## src/rtl/rojo_int_ctrl.sv

```systemverilog
// Edge-triggered interrupt controller for a small port-mapped processor.
// Three registers (PENDING, MASK, VECTOR/EOI) and an IDLE/REQ/SERVICE handshake FSM.
module rojo_int_ctrl #(
    parameter int                    NUM_SRC    = 8,
    parameter int                    PORT_DEPTH = 8,
    parameter int                    PORT_WIDTH = 8,
    parameter logic [PORT_DEPTH-1:0] BASE_ADDR  = 8'hF0
) (
    input  logic                  clk,
    input  logic                  reset_n,
    input  logic [NUM_SRC-1:0]    irq_src,
    input  logic [PORT_DEPTH-1:0] port_id,
    input  logic                  write_strobe,
    input  logic                  read_strobe,
    input  logic [PORT_WIDTH-1:0] out_port,
    output logic [PORT_WIDTH-1:0] rd_data,
    output logic                  rd_hit,
    output logic                  interrupt,
    input  logic                  interrupt_ack,
    output logic [1:0]            state_dbg
);

    // Handshake: interrupt is held while in REQ; a one-cycle interrupt_ack in REQ
    // latches the winning source, and an EOI write in SERVICE releases it.
    typedef enum logic [1:0] {
        S_IDLE    = 2'd0,
        S_REQ     = 2'd1,
        S_SERVICE = 2'd2
    } state_t;

    localparam logic [PORT_DEPTH-1:0] A_PEND = BASE_ADDR;
    localparam logic [PORT_DEPTH-1:0] A_MASK = BASE_ADDR + PORT_DEPTH'(1);
    localparam logic [PORT_DEPTH-1:0] A_VEC  = BASE_ADDR + PORT_DEPTH'(2);

    state_t             r_state;
    state_t             w_next;
    logic [NUM_SRC-1:0] r_prev;
    logic [NUM_SRC-1:0] r_pending;
    logic [NUM_SRC-1:0] r_mask;
    logic [2:0]         r_vec_idx;
    logic               r_active;
    logic               r_interrupt;

    logic [NUM_SRC-1:0] w_edge;
    logic [NUM_SRC-1:0] w_masked;
    logic [NUM_SRC-1:0] w_w1c;
    logic [NUM_SRC-1:0] w_eoi_clr;
    logic [NUM_SRC-1:0] w_pending_next;
    logic [2:0]         w_lowest;
    logic               w_latch;
    logic               w_sel_pend;
    logic               w_sel_mask;
    logic               w_sel_vec;
    logic               w_eoi;
    logic [PORT_WIDTH-1:0] w_rd;
    logic               w_unused_ok;

    assign w_sel_pend = (port_id == A_PEND);
    assign w_sel_mask = (port_id == A_MASK);
    assign w_sel_vec  = (port_id == A_VEC);

    assign w_edge   = irq_src & ~r_prev;
    assign w_masked = r_pending & r_mask;
    assign w_w1c    = (write_strobe && w_sel_pend) ? out_port[NUM_SRC-1:0] : '0;
    assign w_eoi    = write_strobe && w_sel_vec && (r_state == S_SERVICE);

    always_comb begin
        w_eoi_clr = '0;
        for (int i = 0; i < NUM_SRC; i++) begin
            if (w_eoi && (r_vec_idx == i[2:0])) w_eoi_clr[i] = 1'b1;
        end
    end

    // New edges are OR'd in last so a same-cycle set beats any clear.
    assign w_pending_next = (r_pending & ~w_w1c & ~w_eoi_clr) | w_edge;

    always_comb begin
        w_lowest = 3'd0;
        for (int i = NUM_SRC - 1; i >= 0; i--) begin
            if (w_masked[i]) w_lowest = i[2:0];
        end
    end

    always_comb begin
        w_next  = r_state;
        w_latch = 1'b0;
        case (r_state)
            S_IDLE: begin
                if (|w_masked) w_next = S_REQ;
            end
            S_REQ: begin
                if (w_masked == '0) begin
                    w_next = S_IDLE;
                end else if (interrupt_ack) begin
                    w_next  = S_SERVICE;
                    w_latch = 1'b1;
                end
            end
            S_SERVICE: begin
                if (w_eoi) w_next = S_IDLE;
            end
            default: w_next = S_IDLE;
        endcase
    end

    always_ff @(posedge clk or negedge reset_n) begin
        if (!reset_n) begin
            r_state     <= S_IDLE;
            r_prev      <= '0;
            r_pending   <= '0;
            r_mask      <= '0;
            r_vec_idx   <= 3'd0;
            r_active    <= 1'b0;
            r_interrupt <= 1'b0;
        end else begin
            r_state     <= w_next;
            r_prev      <= irq_src;
            r_pending   <= w_pending_next;
            r_interrupt <= (w_next == S_REQ);
            if (write_strobe && w_sel_mask) r_mask <= out_port[NUM_SRC-1:0];
            if (w_latch) begin
                r_vec_idx <= w_lowest;
                r_active  <= 1'b1;
            end else if (w_eoi) begin
                r_active  <= 1'b0;
            end
        end
    end

    always_comb begin
        w_rd = '0;
        if (w_sel_pend) begin
            w_rd[NUM_SRC-1:0] = r_pending;
        end else if (w_sel_mask) begin
            w_rd[NUM_SRC-1:0] = r_mask;
        end else if (w_sel_vec) begin
            w_rd[7]   = r_active;
            w_rd[2:0] = r_vec_idx;
        end
    end

    assign rd_data     = w_rd;
    assign rd_hit      = w_sel_pend | w_sel_mask | w_sel_vec;
    assign interrupt   = r_interrupt;
    assign state_dbg   = r_state;
    // Reads are side-effect free, so the read strobe carries no information here.
    assign w_unused_ok = &{1'b0, read_strobe};

endmodule
```

## config.mk

```make
export PLATFORM = sky130hd
export DESIGN_NAME = rojo_int_ctrl
export DESIGN_NICKNAME = d
export VERILOG_FILES = /design/src/rtl/rojo_int_ctrl.sv
export SDC_FILE = /design/constraint.sdc
export NUM_CORES = 1
export LEC_CHECK = 0
export CAP_MARGIN = 20
export CORE_ASPECT_RATIO = 1.25
export CORE_MARGIN = 10
export CORE_UTILIZATION = 40
export DETAILED_ROUTE_END_ITERATION = 6
export GPL_TIMING_DRIVEN = 0
export PLACE_DENSITY_LB_ADDON = 0.3
export SLEW_MARGIN = 20
export SYNTH_ARGS = -nofsm -noshare
export SYNTH_HDL_FRONTEND = slang
export SYNTH_SLANG_ARGS = --single-unit
```

## constraint.sdc

```tcl
create_clock -name clk -period 3.2 [get_ports clk]
set_input_delay 0.96 -clock clk [delete_from_list [all_inputs] [get_ports clk]]
set_output_delay 0.96 -clock clk [all_outputs]
set_load 0.01 [all_outputs]
```

==> run_results.csv <==
group,metric,value,unit
routing,wl_per_cell,16.5,um
yosys,netlist_instances,149,
clocking,clock-sinks,31,
timing,tightest_slew,0.698,ns
clocking,cts.path.max_buffers,2,
worst_setup_path,reg2reg_from,"r_mask[2]$_DFFE_PN0P_",
worst_setup_path,crit_path_end,"rd_data[3]",
die,dieArea,6950,um^2
worst_setup_path,critPathMaxStageDelay,0.44,ns
worst_setup_path,end_kind,"primary output",
routing,vias_per_cell,5.27,
timing,final-hold-violation-count,0,
timing,slew_headroom,53.5,%
routing,dr.pass1.iters,4,
global_route,antenna_found_initial,0,
worst_setup_path,critical_path.max_fanout,6,
routing,vias,1313,
worst_setup_path,criticalPathCategory,"in -> out",
final_layout,multiInputGateArea,773,um^2
power_and_ir_drop,power.density,464,nW/um^2
global_route,grt-ovfl-total,0,
power_and_ir_drop,total_power,0.000987,W
clocking,numCtsBuffers,5,
timing,rsz0062_at_grt,"no",
power_and_ir_drop,leakagePower,1.00,nW
yosys,synth_seq_area_share,48.5,%
global_route,grtUsageTotal,12.7,%
global_route,grtUsageMet2,21.6,%
die,die_w,76.6,um
die,core_area,3820,um^2
timing,worst_clock_skew,0.00703,ns
worst_setup_path,startpoint,"port_id[3]",
final_layout,drive_above_1_share,19.5,%
worst_setup_path,path_cells,"clkdlybuf4s50_1 > nor2_4 > nand2_4 > or2_4 > nor2_2 > buf_2",
worst_setup_path,r2r_slack,1.57,ns
routing,routed_wl,4120,um
place,gp_congestion,0.906,
die,rows,25,
place,port_buffers,37,
worst_setup_path,r2r_cells,4,
timing,slew_viol_final,0,
die,initial_utilization,41.9,%
routing,drcViolationCount,0,
timing,fmax,321,MHz
worst_setup_path,worstPathArrival,2.15,ns
final_layout,areaGrowthSynthToFinish,33.0,%
clocking,clock_latency,0.28,ns
yosys,ys_ff_latch,31,
routing,drtAntennaViolNets,0,
routing,drt_iter0_markers,71,
yosys,yosysUniqueCellTypes,36,
timing,timing.setup.tns,0,ns
clocking,cts_tree,"done",
final_layout,register_area,776,um^2
yosys,ys_warn_count,0,
final_layout,diodes,0,
yosys,syn_avg_cell_area,10.7,um^2
min_path,holdPathStages,1,
run_status,status,"finished clean",
worst_setup_path,required,2.24,ns
global_route,grt_pass1_wl,7130,um
global_route,grt_max_degree,32,
worst_setup_path,reg2reg_to,"r_vec_idx[1]$_DFFE_PN0P_",
yosys,syn-num-nets,178,
die,ios,41,
worst_setup_path,critPathLaunchType,"input port",
clocking,root_buffer,"clkbuf_8",
worst_setup_path,cp_slowest_cell,"clkdlybuf4s50_1",
clocking,hold_buffers,0,
power_and_ir_drop,ir_drop,0.286,mV
final_layout,fill_cells,366,
timing,finalCriticalPeriod,3.11,ns
global_route,grt_use_met1,14.3,%
timing,setup_violations,0,
global_route,grt_busiest_layer,"met2",
min_path,hp-class,"reg -> reg",
global_route,grt_pass1_vias,1413,
yosys,netlist_area,1600,um^2
global_route,met3_usage,3.69,%
place,post-dp-hpwl,3130,um
final_layout,fin_nets,224,
flow_run,cap_violations,0,
die,fp.dieH,90.7,um
timing,finalCritPeriodShare,97.3,%
clocking,cts.clk_slew.worst_paths,0.06,ns
clocking,htree_levels,2,
worst max-delay path: cells and delay by family:
kind	cells	cell delay (ns)
buf+inv	2	0.58
simple gates	4	0.61
per-stage QoR:
stage	cell area (um^2)	setup WS, ns	utilization [%]	hold slack (ns)	cells
3_5_place_dp	2030	-0.697	53.3	0.419	240
2_1_floorplan	1600	0.349	-	0.410	149
5_1_grt	2130	0.0127	55.8	0.438	249
4_1_cts	2130	0.0412	55.7	0.426	249
3_3_place_gp	2040	-0.707	53.4	0.412	240
6_report	2130	0.0852	55.8	0.422	249
metal layers:
metal | vias to the layer above | part of all wire (%)
met5 | - | 0
met4 | 0 | 2.0
met3 | 8 | 4.9
met2 | 44 | 50
met1 | 631 | 43
li1 | 630 | -
placed cells by master (no fill, tap or decap), types with 2 or more instances in the layout:
cell	n
clkbuf_2	2
o22ai_1	8
clkbuf_8	6
nor3b_1	10
clkdlybuf4s50_1	23
a21oi_1	5
o21ai_0	8
nand3_1	3
nand4_1	3
inv_1	10
nor2_1	15
nand2_1	7
buf_2	6
buf_6	2
mux2_2	3
dlygate4sd2_1	9
mux2_4	8
dfrtp_1	31
nand3b_1	2
a22o_1	4
buf_4	2
mux2i_1	8
registers in the layout, indices dropped and copies added (netlist names):
register   cells
r_prev         8
state_dbg      2
interrupt      1
r_mask         8
r_pending      8
r_vec_idx      3
r_active       1
logic make-up after synthesis:
kind of cell	synth area share, %
buffers and inverters	4.30
AO/OA/AOI/OAI	12.3
AND/OR/NAND/NOR	20.3
multiplexers	14.6
flip-flops	48.5
worst min path at each step:
| stage | start | to | slack [ns] |
|---|---|---|---|
| 2_1_floorplan | r_prev[0]$_DFF_PN0_ | r_pending[0]$_DFF_PN0_ | 0.41 |
| 3_3_place_gp | r_prev[6]$_DFF_PN0_ | r_pending[6]$_DFF_PN0_ | 0.41 |
| 3_5_place_dp | r_prev[2]$_DFF_PN0_ | r_pending[2]$_DFF_PN0_ | 0.42 |
| 4_1_cts | r_prev[2]$_DFF_PN0_ | r_pending[2]$_DFF_PN0_ | 0.43 |
| 5_1_grt | r_prev[5]$_DFF_PN0_ | r_pending[5]$_DFF_PN0_ | 0.44 |
| 6_report | r_prev[2]$_DFF_PN0_ | r_pending[2]$_DFF_PN0_ | 0.42 |
synthesized netlist by cell type:
| master | count | area (um^2) |
|---|---|---|
| nor3_1 | 1 | 5.00 |
| o211ai_1 | 1 | 7.51 |
| nor2_2 | 1 | 6.26 |
| and4_1 | 1 | 8.76 |
| inv_1 | 10 | 37.5 |
| a22o_1 | 4 | 35.0 |
| nor3_2 | 1 | 10.0 |
| nor2b_1 | 1 | 6.26 |
| or2_1 | 1 | 6.26 |
| dfrtp_1 | 31 | 776 |
| a21o_1 | 1 | 7.51 |
| nand4b_1 | 1 | 8.76 |
| clkbuf_1 | 2 | 7.51 |
| nand4_1 | 3 | 18.8 |
| mux2i_1 | 8 | 80.1 |
| nand3b_1 | 2 | 15.0 |
| and3b_1 | 1 | 8.76 |
| buf_2 | 1 | 5.00 |
| buf_4 | 1 | 7.51 |
| a31o_2 | 1 | 8.76 |
| a31oi_1 | 1 | 6.26 |
| nor2_1 | 16 | 60.1 |
| mux2_2 | 3 | 33.8 |
| nand3_1 | 3 | 15.0 |
| o21ai_0 | 8 | 40.0 |
| buf_6 | 1 | 11.3 |
| a32oi_1 | 1 | 8.76 |
| o22ai_1 | 8 | 50.1 |
| a22oi_1 | 1 | 7.51 |
| mux2_4 | 8 | 120 |
| or2_2 | 1 | 6.26 |
| nor4_4 | 1 | 21.3 |
| nand4b_4 | 1 | 23.8 |
| a21oi_1 | 5 | 25.0 |
| nor3b_1 | 10 | 75.1 |
| nand2_1 | 8 | 30.0 |
report_power, final:
part | internal [W] | switching [W]
logic | 0.000120 | 0.0000861
clock network | 0.000168 | 0.000136
registers | 0.000435 | 0.0000410
total | 0.000724 | 0.000263
final cells by class:
type                            count  share of cell area (%)
Sequential cell                    31                    36.4
Multi-Input combinational cell    103                    36.3
Timing Repair Buffer               39                    16.4
Clock buffer                        6                    3.88
Tap cell                           54                    3.17
Buffer                              5                    1.76
Inverter                           10                    1.76
Clock inverter                      1                   0.235
what timing repair did:
item	4_1_cts	5_1_grt
gates resized for setup	32	2
endpoints found under the setup margin	9	6
pin swaps	6	1
endpoints found under the hold margin	0	0
buffers inserted	2	0
(Power assumes the default switching activity.)
